File: config.mk
export PLATFORM = sky130hd
export DESIGN_NAME = lsu_ctrl
export DESIGN_NICKNAME = d
export VERILOG_FILES = /design/src/rtl/lsu_pkg.sv /design/src/rtl/lsu_align.sv /design/src/rtl/lsu_ctrl.sv
export SDC_FILE = /design/constraint.sdc
export NUM_CORES = 1
export LEC_CHECK = 0
export CORE_AREA = 2 2 159 161
export CTS_BUF_LIST = sky130_fd_sc_hd__clkbuf_16
export CTS_CLUSTER_SIZE = 10
export DETAILED_ROUTE_END_ITERATION = 8
export DIE_AREA = 0 0 161 163
export DONT_BUFFER_PORTS = 1
export PLACE_DENSITY_LB_ADDON = 0.12
export SLEW_MARGIN = 30
export SYNTH_ARGS = -nofsm -noshare
export SYNTH_HDL_FRONTEND = slang
export SYNTH_SLANG_ARGS = --single-unit
File: constraint.sdc
create_clock -name clk -period 2.45 [get_ports clk]
set_input_delay 0.245 -clock clk [delete_from_list [all_inputs] [get_ports clk]]
set_output_delay 0.245 -clock clk [all_outputs]
set_load 0.03 [all_outputs]
File: src/rtl/lsu_pkg.sv
// Shared types and constants for the memory-stage load/store unit.
package lsu_pkg;

    // Access FSM: IDLE samples the M stage, REQ presents the request,
    // WAIT collects read data, DONE releases the pipeline for one cycle.
    typedef enum logic [1:0] {
        IDLE = 2'd0,
        REQ  = 2'd1,
        WAIT = 2'd2,
        DONE = 2'd3
    } lsu_state_t;

    // RV64I load/store funct3 encodings (stores use only the first four).
    localparam logic [2:0] F3_B  = 3'b000;
    localparam logic [2:0] F3_H  = 3'b001;
    localparam logic [2:0] F3_W  = 3'b010;
    localparam logic [2:0] F3_D  = 3'b011;
    localparam logic [2:0] F3_BU = 3'b100;
    localparam logic [2:0] F3_HU = 3'b101;
    localparam logic [2:0] F3_WU = 3'b110;

    // Width of a counter that must be able to hold the value TIMEOUT.
    function automatic int timeoutCntWidth(input int timeout);
        if (timeout < 1) begin
            return 1;
        end
        return (timeout < 2) ? 1 : $clog2(timeout + 1);
    endfunction

endpackage

File: src/rtl/lsu_align.sv
// Combinational byte-lane logic: store replication/strobes, load
// shift/extension, and misaligned/illegal access detection.
module lsu_align
    import lsu_pkg::*;
(
    input  logic        isLoad,
    input  logic        isStore,
    input  logic [2:0]  funct3,
    input  logic [2:0]  addrOff,
    input  logic [63:0] storeData,
    output logic [63:0] storeBeat,
    output logic [7:0]  storeStrb,
    output logic        accessFault,
    input  logic [2:0]  loadFunct3,
    input  logic [2:0]  loadOff,
    input  logic [63:0] respData,
    output logic [63:0] loadResult
);

    logic        misaligned;
    logic        illegal;
    logic [63:0] shifted;

    // Store formatting: replicate the operand into every lane and enable
    // only the lanes covered by the access.
    always_comb begin
        storeBeat = storeData;
        storeStrb = 8'hFF;
        unique case (funct3[1:0])
            2'b00: begin
                storeBeat = {8{storeData[7:0]}};
                storeStrb = 8'h01 << addrOff;
            end
            2'b01: begin
                storeBeat = {4{storeData[15:0]}};
                storeStrb = 8'h03 << addrOff;
            end
            2'b10: begin
                storeBeat = {2{storeData[31:0]}};
                storeStrb = 8'h0F << addrOff;
            end
            default: begin
                storeBeat = storeData;
                storeStrb = 8'hFF;
            end
        endcase
    end

    // Fault detection: natural alignment per size, plus funct3 codes
    // that have no meaning for the requested operation.
    always_comb begin
        misaligned = 1'b0;
        illegal    = 1'b0;
        unique case (funct3[1:0])
            2'b00:   misaligned = 1'b0;
            2'b01:   misaligned = addrOff[0];
            2'b10:   misaligned = (addrOff[1:0] != 2'b00);
            default: misaligned = (addrOff != 3'b000);
        endcase
        if (isLoad) begin
            illegal = (funct3 == 3'b111);
        end else if (isStore) begin
            illegal = funct3[2];
        end
        accessFault = (isLoad || isStore) && (misaligned || illegal);
    end

    // Load extraction: bring the addressed bytes down to bit 0, then
    // sign- or zero-extend according to the latched funct3.
    always_comb begin
        shifted    = respData >> {loadOff, 3'b000};
        loadResult = '0;
        unique case (loadFunct3)
            F3_B:    loadResult = {{56{shifted[7]}}, shifted[7:0]};
            F3_H:    loadResult = {{48{shifted[15]}}, shifted[15:0]};
            F3_W:    loadResult = {{32{shifted[31]}}, shifted[31:0]};
            F3_D:    loadResult = shifted;
            F3_BU:   loadResult = {56'b0, shifted[7:0]};
            F3_HU:   loadResult = {48'b0, shifted[15:0]};
            F3_WU:   loadResult = {32'b0, shifted[31:0]};
            default: loadResult = '0;
        endcase
    end

endmodule

File: src/rtl/lsu_ctrl.sv
// Memory-stage load/store initiator: turns M-stage loads/stores into
// valid/ready requests, stalls the pipeline until completion, and reports
// misaligned accesses and bus timeouts.
//
// Handshake: mem_req_valid is asserted only in REQ and, together with
// we/addr/wdata/wstrb, stays stable until the cycle where mem_req_ready is
// also high (the transfer edge); it is withdrawn without a transfer only on
// timeout or reset. mem_resp_valid is a single-beat response with no
// back-pressure and is consumed only while in WAIT.
module lsu_ctrl
    import lsu_pkg::*;
#(
    parameter int unsigned TIMEOUT = 255
) (
    input  logic        clk,
    input  logic        rst_n,
    input  logic        MemRead_M,
    input  logic        MemWrite_M,
    input  logic [2:0]  Funct3_M,
    input  logic [63:0] ALUResult_M,
    input  logic [63:0] WriteData_M,
    output logic [63:0] ReadData_M,
    output logic        Stall_M,
    output logic        MisalignFault_M,
    output logic        BusFault_M,
    output logic        mem_req_valid,
    input  logic        mem_req_ready,
    output logic        mem_req_we,
    output logic [63:0] mem_req_addr,
    output logic [63:0] mem_req_wdata,
    output logic [7:0]  mem_req_wstrb,
    input  logic        mem_resp_valid,
    input  logic [63:0] mem_resp_rdata,
    output lsu_state_t  lsuState
);

    localparam int CW = timeoutCntWidth(int'(TIMEOUT));
    localparam logic [CW-1:0] CNT_LAST = CW'(TIMEOUT - 1);

    lsu_state_t    state;
    lsu_state_t    stateNext;
    logic [CW-1:0] cnt;
    logic [2:0]    reqFunct3;
    logic [2:0]    reqOff;
    logic          access;
    logic          accessFault;
    logic          startAccess;
    logic          loadDone;
    logic          timeoutHit;
    logic          cntLast;
    logic [63:0]   storeBeat;
    logic [7:0]    storeStrb;
    logic [63:0]   loadResult;

    assign access        = MemRead_M || MemWrite_M;
    assign cntLast       = (cnt >= CNT_LAST);
    assign mem_req_valid = (state == REQ);
    assign lsuState      = state;

    lsu_align uAlign (
        .isLoad      (MemRead_M),
        .isStore     (MemWrite_M),
        .funct3      (Funct3_M),
        .addrOff     (ALUResult_M[2:0]),
        .storeData   (WriteData_M),
        .storeBeat   (storeBeat),
        .storeStrb   (storeStrb),
        .accessFault (accessFault),
        .loadFunct3  (reqFunct3),
        .loadOff     (reqOff),
        .respData    (mem_resp_rdata),
        .loadResult  (loadResult)
    );

    // State register; reset abandons any in-flight access immediately.
    always_ff @(posedge clk or negedge rst_n) begin
        if (!rst_n) begin
            state <= IDLE;
        end else begin
            state <= stateNext;
        end
    end

    // Next-state and pipeline control; completion wins over a timeout
    // that expires in the same cycle.
    always_comb begin
        stateNext       = state;
        Stall_M         = 1'b0;
        MisalignFault_M = 1'b0;
        startAccess     = 1'b0;
        loadDone        = 1'b0;
        timeoutHit      = 1'b0;
        unique case (state)
            IDLE: begin
                if (access) begin
                    if (accessFault) begin
                        MisalignFault_M = 1'b1;
                    end else begin
                        Stall_M     = 1'b1;
                        startAccess = 1'b1;
                        stateNext   = REQ;
                    end
                end
            end
            REQ: begin
                Stall_M = 1'b1;
                if (mem_req_ready) begin
                    stateNext = mem_req_we ? DONE : WAIT;
                end else if (cntLast) begin
                    timeoutHit = 1'b1;
                    stateNext  = DONE;
                end
            end
            WAIT: begin
                Stall_M = 1'b1;
                if (mem_resp_valid) begin
                    loadDone  = 1'b1;
                    stateNext = DONE;
                end else if (cntLast) begin
                    timeoutHit = 1'b1;
                    stateNext  = DONE;
                end
            end
            DONE: begin
                stateNext = IDLE;
            end
            default: begin
                stateNext = IDLE;
            end
        endcase
    end

    // Request registers: captured once in IDLE and held through REQ.
    always_ff @(posedge clk or negedge rst_n) begin
        if (!rst_n) begin
            mem_req_we    <= 1'b0;
            mem_req_addr  <= '0;
            mem_req_wdata <= '0;
            mem_req_wstrb <= '0;
            reqFunct3     <= '0;
            reqOff        <= '0;
        end else if (startAccess) begin
            mem_req_we    <= MemWrite_M;
            mem_req_addr  <= {ALUResult_M[63:3], 3'b000};
            mem_req_wdata <= MemWrite_M ? storeBeat : '0;
            mem_req_wstrb <= MemWrite_M ? storeStrb : 8'h00;
            reqFunct3     <= Funct3_M;
            reqOff        <= ALUResult_M[2:0];
        end
    end

    // Timeout counter: cleared on entry to REQ, counts REQ/WAIT cycles.
    always_ff @(posedge clk or negedge rst_n) begin
        if (!rst_n) begin
            cnt <= '0;
        end else if (startAccess) begin
            cnt <= '0;
        end else if ((state == REQ) || (state == WAIT)) begin
            cnt <= cnt + CW'(1);
        end
    end

    // Result registers: load data holds until the next load completes;
    // a timeout clears it and raises a one-cycle bus fault in DONE.
    always_ff @(posedge clk or negedge rst_n) begin
        if (!rst_n) begin
            ReadData_M <= '0;
            BusFault_M <= 1'b0;
        end else begin
            BusFault_M <= timeoutHit;
            if (loadDone) begin
                ReadData_M <= loadResult;
            end else if (timeoutHit) begin
                ReadData_M <= '0;
            end
        end
    end

endmodule

==> impl_results.md <==
* MaxCap Viol Count at 0
* CP peak stage delay at about 0.43 ns
* Synth Register Bits at 215
* Clk pwr share at 0.187
* Root buffer cell: clkbuf_16
* CTS tree: yes
* Vias in the first global route at approximately 9500
* Post-synthesis cell area at 11070 sq um
* Register area share after synthesis at 0.4860
* Placer congestion estimate at between 0.9 and 1
* Reg area at about 5400 sq um
* Share of cells above drive strength 1 at 0.1061
* Combinational Power Share at 0.302
* Most frequent cells in the layout: nand2_1, dfrtp_1, dlygate4sd3_1
* Switching Power at 8.590 mW
* Vias per inst at about 5.7
* Layout Utilization at 0.5566
* Core area at roughly 25000 sq um
* Diode count at 0
* R2R Setup Slk at between 0.1 and 0.15 ns
* Adder and majority cell fraction of the synthesized area at 0.01582
* FILL cells at between 2000 and 2500
* Sw Ratio at 0.4818
* Synth Area in Compound Gates at 0.1620
* CP max-delay cell: dfrtp_2
* Starting Density at 0.4486
* Multi-input combinational cell area at ~5300 sq um
* RSZ-0062 raised after global routing: true
* Post-synth EDFFs at 0
* Worst R2R Start: lsuState[0]$_DFFE_PN0P_
* Commonest non-fill, non-tap cell in the layout: nand2_1
* Cell Pwr Density at roughly 1300 nW/um^2
* CP Class: reg2out
* Crit path required time at about 2.2 ns
* R2r endpoint: ReadData_M[6]$_DFFE_PN0P_
* FFs w/ async S/R, synth at 1.000
* Final ANT Viol Nets at 0
* Total clock sinks at 215
* IO Pins at roughly 410
* DRC violations left at 0
* Worst r2r path cells at 8
* WP data arrival at 2.13 ns
* Final nets at 1543
* Clock Tree Buf Depth at 3
* Pwr Total at ~18 mW
* Hold WS at -0.5868 ns
* Slew @ Worst Pin at around 0.82 ns
* Synthesis warning total at 0
* Worst-path fanout max at 16
* Routed wire per std cell at 22.51 um
* Placed Cells at between 1000 and 1500
* Failing checks: negative hold slack
* Fin crit share at 0.9703
* Total grt overflow at 0
* Fin cells at approximately 1700
* Post-synthesis mux area share at 0.08681
* Hold crit path type: in2async
* CP Cell Sequence: inv_1 > ha_2 > nand3b_1 > buf_4 > a21oi_4
* Final setup viols at 0
* Period minus WS final at roughly 2.4 ns
* Relative max-transition margin at 0.4565
* Total track usage at 0.2758
* Inserted Clock Buffers at 26
* IO Port Bufs at 0
* Pin count of the biggest net entering global routing at around 220
* Synth Flop Type: dfrtp_1
* Worst setup SP type: flip-flop
* First-pass GRT wire length at ~57 mm
* Avg Cell Area, Syn at 9.240 sq um
* Worst IR Drop VDD at 0.7541 mV
* Fmax at 420.7 MHz
* Status: finished with violations
* Design Area, Final at ~14000 sq um
* Dpl cell area at approximately 11000 sq um
* DR vias at roughly 9500
* Clock slew at reported path FFs at 0.06 ns
* Sequential Power Share at 0.511
* Synth unique cells at 52
* Endpoints failing hold at about 220
* DR pass1 iterations at 6
* CTS Hold Bufs at 150
* Cell Int Power at 9.239 mW
* Setup Skew at 0.01434 ns
* Area Overhead vs Synth at 24.06%
* Die ar. at ~26000 sq um
* LEAKAGE at around 6.5 nW
* Antenna violations before repair at 0
* Final HPWL DP at around 25 mm
* Worst-skew pair later-pin latency at approximately 0.53 ns
* Post-Synth XOR/XNOR Area at 0.005539
* CP Capture Type: primary output
* DRT iter0 DRCs at around 860
* H-tree depth at 1
* Row count at 58
* Die X at about 160 um
* Cells after Synth at around 1200
* Die height at about 160 um
* Largest family of logic cells by synthesized area: simple AND/OR/NAND/NOR gates
* Final Max Slew Viols at 0
* Final WL at about 38 mm
* Post-Synth Simple-Gate Area at 0.2017
flip-flops by register name (all words and copies together), names as in the netlist, 2 cells and up:
name           count
cnt                8
mem_req_wdata     64
ReadData_M        64
lsuState           2
reqOff             3
mem_req_wstrb      8
reqFunct3          3
mem_req_addr      61
how the worst max path moves through the flow:
| stage | start | end | slack [ns] | depth (start not counted) |
|---|---|---|---|---|
| CTS | lsuState[0]$_DFFE_PN0P_ | Stall_M | 0.01 | 5 |
| detailed placement | lsuState[0]$_DFFE_PN0P_ | ReadData_M[55]$_DFFE_PN0P_ | -0.08 | 8 |
| global placement | lsuState[0]$_DFFE_PN0P_ | ReadData_M[44]$_DFFE_PN0P_ | 0.01 | 8 |
| global route | lsuState[0]$_DFFE_PN0P_ | Stall_M | -0.04 | 5 |
| floorplan | Funct3_M[1] | Stall_M | 0.01 | 10 |
| finish | lsuState[0]$_DFFE_PN0P_ | Stall_M | 0.07 | 5 |
worst max-delay path: cells and delay by family (launching register included):
kind                     cells  cell delay (ns)
AND/OR/NAND/NOR              1             0.16
AO/OA/AOI/OAI                1             0.28
buffers and inverters        2             0.42
flip-flops                   1             0.43
adder cells (fa/ha/maj)      1             0.30
kinds of logic (layout without fill, tap and decap cells):
logic type / count (synthesis) / count (layout)
flip-flops: 215 / 215
multiplexers: 81 / 81
AO/OA/AOI/OAI: 251 / 252
AND/OR/NAND/NOR: 524 / 524
other: 1 / 3
XOR/XNOR: 7 / 7
buffers and inverters: 105 / 242
adder cells (fa/ha/maj): 14 / 14
cells in the mapped netlist (all sizes together), types with 33 or more instances:
library cell  instances  area, sq um
buf                  36        204.0
nor2                 42        157.7
nand2b               36        225.2
nand3                34        170.2
dfrtp               215         5380
mux2i                33        330.3
a21oi                51        255.2
mux2                 40        450.4
o21ai                50        250.2
nand2               368         1381
clkbuf               60        225.2
a22oi                63        473.0
per-stage QoR:
stage,TNS (ns),setup slack (ns)
after floorplan,0,0.009824
after global placement,0,0.01075
after detailed placement,-1.579,-0.08135
after CTS,0,0.01203
after global routing,-0.04028,-0.04028
final,0,0.07278
routing by layer:
metal / share of wire / GRT usage
met2: 0.49 / 0.4657
met4: 0.025 / 0.07183
met1: 0.38 / 0.3444
met5: 0 / 0
met3: 0.10 / 0.08709
final cells by class:
cell class | instances | area share
clock buffer | 26 | 0.04738
inverter | 9 | 0.002460
sequential | 215 | 0.3922
multi-input combinational | 881 | 0.3860
tap | 330 | 0.03007
clock inverter | 12 | 0.004282
timing repair buffer | 195 | 0.1376
repair_timing:
item / in CTS / in global routing
endpoints found under the setup margin: 30 / 15
cloned: 1 / 0
pin swaps: 1 / 1
endpoints found under the hold margin: 371 / 215
setup buffers: 1 / 0
resized for setup: 2 / 2
power groups by stage:
stage / sequential [mW] / combinational, mW / clock (mW)
global placement: 9.18 / 4.95 / 0
finish: 9.11 / 5.39 / 3.33
floorplan: 8.61 / 3.94 / 0
CTS: 9.13 / 5.32 / 3.42
global route: 9.29 / 5.94 / 3.59
detailed placement: 9.17 / 5.06 / 0
Power figures use the tool's default switching activity.
